<file path="src/rtl/ads1672_acq_sequencer.sv">
// Acquisition sequencer for the ADS1672 serial port: start pulse, DRDY wait with timeout,
// SCLK generation, 24-bit MSB-first capture, and a single-entry valid/ready output register.
module ads1672_acq_sequencer #(
    parameter int DATA_WIDTH     = 24,
    parameter int SCLK_DIV       = 4,
    parameter int START_CYCLES   = 8,
    parameter int TIMEOUT_CYCLES = 65535
) (
    input  logic                  clk,
    input  logic                  rst_n,
    input  logic                  enable,
    output logic                  start,
    input  logic                  drdy_n,
    output logic                  sclk,
    input  logic                  dout,
    output logic [DATA_WIDTH-1:0] sample_data,
    output logic                  sample_valid,
    input  logic                  sample_ready,
    output logic [15:0]           drop_count,
    output logic                  timeout,
    output logic                  busy
);

    localparam int PHASE_MAX = (START_CYCLES > TIMEOUT_CYCLES) ? START_CYCLES : TIMEOUT_CYCLES;
    localparam int CNT_W     = $clog2(PHASE_MAX + 1);
    localparam int DIV_W     = $clog2(SCLK_DIV + 1);
    localparam int BIT_W     = $clog2(DATA_WIDTH);

    localparam logic [CNT_W-1:0] START_LAST = CNT_W'(START_CYCLES - 1);
    localparam logic [CNT_W-1:0] TMO_LAST   = CNT_W'(TIMEOUT_CYCLES - 1);
    localparam logic [DIV_W-1:0] DIV_LAST   = DIV_W'(SCLK_DIV - 1);
    localparam logic [BIT_W-1:0] BIT_LAST   = BIT_W'(DATA_WIDTH - 1);

    typedef enum logic [2:0] {
        S_IDLE,
        S_START,
        S_WAIT,
        S_SHIFT,
        S_DELIVER
    } state_t;

    state_t                  state_q;
    logic                    start_q;
    logic                    sclk_q;
    logic                    busy_q;
    logic                    timeout_q;
    logic [CNT_W-1:0]        phase_cnt_q;
    logic [DIV_W-1:0]        div_cnt_q;
    logic [BIT_W-1:0]        bit_cnt_q;
    logic [DATA_WIDTH-1:0]   shift_q;
    logic [DATA_WIDTH-1:0]   sample_data_q;
    logic                    sample_valid_q;
    logic [15:0]             drop_count_q;
    logic [15:0]             drop_count_d;

    logic                    sync1_q;
    logic                    sync2_q;
    logic                    sync_prev_q;
    logic                    fall_q;

    logic                    spurious_fall;
    logic                    discard_word;
    logic [1:0]              drop_inc;

    function automatic logic [15:0] sat_add16(input logic [15:0] a, input logic [1:0] b);
        logic [16:0] sum;
        sum = {1'b0, a} + {15'd0, b};
        return sum[16] ? 16'hFFFF : sum[15:0];
    endfunction

    // DRDY synchronizer; the falling-edge detect is registered, so SHIFT starts 3 edges after sampling.
    always_ff @(posedge clk or negedge rst_n) begin
        if (!rst_n) begin
            sync1_q     <= 1'b1;
            sync2_q     <= 1'b1;
            sync_prev_q <= 1'b1;
            fall_q      <= 1'b0;
        end else begin
            sync1_q     <= drdy_n;
            sync2_q     <= sync1_q;
            sync_prev_q <= sync2_q;
            fall_q      <= sync_prev_q & ~sync2_q;
        end
    end

    // A fall and a discarded word can coincide in DELIVER, hence an increment of up to two.
    always_comb begin
        spurious_fall = fall_q && (state_q != S_WAIT);
        discard_word  = (state_q == S_DELIVER) && sample_valid_q && !sample_ready;
        drop_inc      = {1'b0, spurious_fall} + {1'b0, discard_word};
        drop_count_d  = sat_add16(drop_count_q, drop_inc);
    end

    always_ff @(posedge clk or negedge rst_n) begin
        if (!rst_n) begin
            drop_count_q <= 16'd0;
        end else begin
            drop_count_q <= drop_count_d;
        end
    end

    always_ff @(posedge clk or negedge rst_n) begin
        if (!rst_n) begin
            state_q        <= S_IDLE;
            start_q        <= 1'b0;
            sclk_q         <= 1'b0;
            busy_q         <= 1'b0;
            timeout_q      <= 1'b0;
            phase_cnt_q    <= '0;
            div_cnt_q      <= '0;
            bit_cnt_q      <= '0;
            shift_q        <= '0;
            sample_data_q  <= '0;
            sample_valid_q <= 1'b0;
        end else begin
            timeout_q <= 1'b0;
            if (sample_valid_q && sample_ready) begin
                sample_valid_q <= 1'b0;
            end

            case (state_q)
                S_IDLE: begin
                    if (enable) begin
                        state_q     <= S_START;
                        start_q     <= 1'b1;
                        busy_q      <= 1'b1;
                        phase_cnt_q <= '0;
                    end
                end

                S_START: begin
                    if (phase_cnt_q == START_LAST) begin
                        state_q     <= S_WAIT;
                        start_q     <= 1'b0;
                        phase_cnt_q <= '0;
                    end else begin
                        phase_cnt_q <= phase_cnt_q + CNT_W'(1);
                    end
                end

                S_WAIT: begin
                    if (fall_q) begin
                        state_q   <= S_SHIFT;
                        sclk_q    <= 1'b1;
                        div_cnt_q <= '0;
                        bit_cnt_q <= '0;
                    end else if (!enable) begin
                        state_q <= S_IDLE;
                        busy_q  <= 1'b0;
                    end else if (phase_cnt_q == TMO_LAST) begin
                        state_q     <= S_START;
                        start_q     <= 1'b1;
                        timeout_q   <= 1'b1;
                        phase_cnt_q <= '0;
                    end else begin
                        phase_cnt_q <= phase_cnt_q + CNT_W'(1);
                    end
                end

                S_SHIFT: begin
                    if (div_cnt_q == DIV_LAST) begin
                        div_cnt_q <= '0;
                        sclk_q    <= ~sclk_q;
                        // The ADC updates dout on the rising edge, so it is captured on the falling one.
                        if (sclk_q) begin
                            shift_q <= {shift_q[DATA_WIDTH-2:0], dout};
                            if (bit_cnt_q == BIT_LAST) begin
                                state_q <= S_DELIVER;
                            end else begin
                                bit_cnt_q <= bit_cnt_q + BIT_W'(1);
                            end
                        end
                    end else begin
                        div_cnt_q <= div_cnt_q + DIV_W'(1);
                    end
                end

                S_DELIVER: begin
                    if (!sample_valid_q || sample_ready) begin
                        sample_data_q  <= shift_q;
                        sample_valid_q <= 1'b1;
                    end
                    if (enable) begin
                        state_q     <= S_WAIT;
                        phase_cnt_q <= '0;
                    end else begin
                        state_q <= S_IDLE;
                        busy_q  <= 1'b0;
                    end
                end

                default: begin
                    state_q <= S_IDLE;
                    start_q <= 1'b0;
                    sclk_q  <= 1'b0;
                    busy_q  <= 1'b0;
                end
            endcase
        end
    end

    assign start        = start_q;
    assign sclk         = sclk_q;
    assign busy         = busy_q;
    assign timeout      = timeout_q;
    assign sample_data  = sample_data_q;
    assign sample_valid = sample_valid_q;
    assign drop_count   = drop_count_q;

endmodule
</file>
<file path="config.mk">
export PLATFORM = sky130hd
export DESIGN_NAME = ads1672_acq_sequencer
export DESIGN_NICKNAME = d
export VERILOG_FILES = /design/src/rtl/ads1672_acq_sequencer.sv
export SDC_FILE = /design/constraint.sdc
export NUM_CORES = 1
export LEC_CHECK = 0
export CAP_MARGIN = 40
export CORE_AREA = 2 2 117 119
export CTS_BUF_LIST = sky130_fd_sc_hd__clkbuf_8
export CTS_CLUSTER_DIAMETER = 40
export DETAILED_ROUTE_END_ITERATION = 8
export DIE_AREA = 0 0 119 121
export SYNTH_ARGS = -nofsm -noshare
export SYNTH_HDL_FRONTEND = slang
export SYNTH_SLANG_ARGS = --single-unit
</file>
<file path="constraint.sdc">
create_clock -name clk -period 4.6 [get_ports clk]
set_clock_uncertainty 0.2 [all_clocks]
set_input_delay 0.69 -clock clk [delete_from_list [all_inputs] [get_ports clk]]
set_output_delay 0.69 -clock clk [all_outputs]
set_load 0.01 [all_outputs]
</file>
==> out/metrics.cfg <==
[global_route]
grt.total_usage_pct = 13.3
antenna_found_initial = 0
grt_pass1_wl_mm = 15.5
grt_max_degree = 67
first_global_vias = 3112
overflow = 0

[yosys]
synthArstFlopShare_pct = 100
synth-xor-area-share_pct = 2.31
synth_area_leader_cell = dfrtp_1
syn_nets = 401
synth_mux_area_share_pct = 12.3
synthSimpleGateAreaFrac_pct = 16.3
synthTopCellsByCount = 97 x dfrtp_1, 48 x mux2_2, 35 x nand2_1
synth_cells = 389
ys.warnings.count = 0
yosys-top-cells-area = dfrtp_1 53%, mux2_2 12%, nand2_1 2.9%
synth_compound_area_share_pct = 9.66
synth.top_cell.area_share_pct = 53.4
synth_cell_types = 56
syn-cell-area_sq_um = 4550
yosysSeqAreaShare_pct = 55.1
synth_ff_type = dfrtp_1
synth_top_family_by_area = simple AND/OR/NAND/NOR gates
avgSynthCellArea_sq_um = 11.7
ys_seq_elements = 100
synthAdderAreaFrac_pct = 2.04
synth_most_common_cell = dfrtp_1
synth_edf_count = 0

[critical_path]
slowest_delay_ns = 0.75
path_max_fanout = 17
worstRegToRegCells = 8
cp-start-kind = flip-flop
cp_slowest_cell = or4_1
path_class = flip-flop to flip-flop
crit_top_cell = nand2_1
cp.required_ns = 4.69
end_kind = flip-flop
worstPathCellList = nor2_1 -> nand2_1 -> and2_1 -> fa_1 -> ha_1 -> nand2_1 -> or4_1 -> o21ai_0
arrival_ns = 3.12

[finish]
fin_nets = 455
instances_no_fill = 624
design_area_sq_um = 5480
drive_above_1_share_pct = 19.6
antennaDiodeCount = 0
syn_to_final_growth_pct = 20.6

[die]
die_h_um = 121
start_util_pct = 34.8
dieWidth_um = 119
ios = 51
fp-row-count = 42
core_sq_um = 13100
fp.dieArea_sq_um = 14400

[cts]
clock-root-buffer = clkbuf_8
tritoncts = done
clockBufferDepth = 2
h-tree-depth = 3
holdBufCountCts = 1
tritoncts_num_sinks = 100
clkTransAtPathRegs_ns = 0.10
post_cts_buffers = 0
clock_latency_ns = 0.37
ctsResizeCount = 0
numCtsBuffers = 9

[timing]
hold_viol_final = 0
period_share_pct = 65.9
max_slew.worst_pin.slew_ns = 0.636
setup_viol = 0
slew_violations = 0
rsz0062_at_grt = false
period_needed_ns = 3.03
fin_tns_setup_ns = 0
max_slew_margin_pct = 57.3
hold_ws_ns = 0.165
fmax_ghz = 0.330

[power_and_ir_drop]
ir_worst_vdd_mv = 0.156
p_leak_nw = 2.42
cellPowerDensity_nw_per_um2 = 304
pwr-share-seq_pct = 56.5
combPwrFrac_pct = 8.1
internal_power_w = 0.00124
p_sw_w = 0.000423
switching_share_pct = 25.4
pwr-share-clk_pct = 35.4

[run]
drv_cap = 0

[detailed_routing]
via_count = 3110
ant_nets = 0
wire_per_inst_um = 14.4
drtPass1Iterations = 4
drt_iter0_markers = 116
wirelength_mm = 9.00
routed-wl-met2_mm = 4.14
remaining_drc_errors = 0
via_per_inst = 4.98
wl_met3_um = 269
m1WireLength_mm = 4.45
top_layer = met4

[placed_design]
dp_hpwl_mm = 6.18
port_buffers = 50
placed_cells = 607
placed_cell_area_sq_um = 5260
gp_congestion = 0.822

[hold_path]
hold_depth = 0
hp-class = flip-flop to flip-flop

[outcome]
outcome = complete, no violations

==> worst max-delay path: cells and delay by family (launching register included) <==
family | cells | cell delay [ns]
AOI/OAI and AO/OA | 1 | 0.15
and+or+nand+nor | 5 | 1.42
DFF | 1 | 0.70
adders and majority gates | 2 | 0.47
==> registers in the layout (all words and copies together), names as in the netlist, 3 cells and up <==
name / cells
sample_data: 24
shift_q: 24
drop_count: 16
phase_cnt_q: 16
bit_cnt_q: 5
div_cnt_q: 3
state_q: 3
==> layer usage <==
| metal | vias up | GRT usage [%] |
|---|---|---|
| met1 | 1539 | 18.3 |
| met5 | - | 0 |
| met3 | 9 | 3.29 |
| met2 | 35 | 20.6 |
| li1 | 1527 | - |
| met4 | 0 | 4.69 |
==> through the flow <==
stage | setup slack, ns | util (%) | total power [W]
2_1_floorplan | 1.97 | - | 0.00100
3_5_place_dp | 1.34 | 40.2 | 0.00110
6_report | 1.57 | 41.9 | 0.00166
5_1_grt | 1.30 | 41.9 | 0.00174
3_3_place_gp | 1.38 | 39.9 | 0.00109
4_1_cts | 1.57 | 41.9 | 0.00169
==> placed cells by master, fill, tap and decap left out, types with 3 or more instances in the layout <==
cell	n
nand4_1	9
xor2_1	6
a31oi_1	6
inv_1	8
mux2_2	48
nand3b_1	3
o31ai_1	5
o311ai_0	3
dfstp_2	3
nand2_1	35
buf_4	4
and2_1	4
clkbuf_8	9
and3_1	3
o21ai_0	13
clkdlybuf4s50_1	49
a21oi_1	14
nor3_1	12
dfrtp_1	97
nor2_1	24
nand3_1	19
ha_1	5
nand2b_1	7
nor2b_1	3
a22o_1	5
xnor2_1	6
==> final cells by class <==
| type | instances | area (sq um) |
|---|---|---|
| Clock buffer | 9 | 124 |
| Clock inverter | 7 | 87.6 |
| Fill cell | 1257 | 7600 |
| Inverter | 8 | 30.0 |
| Multi-Input combinational cell | 268 | 1940 |
| Sequential cell | 100 | 2510 |
| Tap cell | 176 | 220 |
| Timing Repair Buffer | 56 | 573 |
==> final timing paths <==
kind | from | endpoint | slack (ns)
worst min register to register | sync1_q$_DFF_PN1_ | sync2_q$_DFF_PN1_ | 0.17
min in group asynchronous | rst_n | drop_count[12]$_DFF_PN0_ | 0.49
worst max-delay path | state_q[2]$_DFFE_PN0P_ | drop_count[6]$_DFF_PN0_ | 1.57
worst max register to register | state_q[2]$_DFFE_PN0P_ | drop_count[6]$_DFF_PN0_ | 1.57
max in group asynchronous | rst_n | shift_q[2]$_DFFE_PN0P_ | 2.78
worst min-delay path | sync1_q$_DFF_PN1_ | sync2_q$_DFF_PN1_ | 0.17
==> power groups by stage <==
stage / sequential (W) / clock, W / combinational (W)
floorplan: 0.000962 / 0 / 0.0000371
global placement: 0.000957 / 0 / 0.000134
detailed placement: 0.000958 / 0 / 0.000137
CTS: 0.000942 / 0.000612 / 0.000140
global route: 0.000947 / 0.000645 / 0.000152
finish: 0.000941 / 0.000589 / 0.000135
==> kinds of logic after synthesis <==
family	after synthesis
mux	50
compound gates	61
xor+xnor	12
simple gates	138
flops	100
buf+inv	21
fa+ha+maj	7
(Power assumes the default switching activity.)
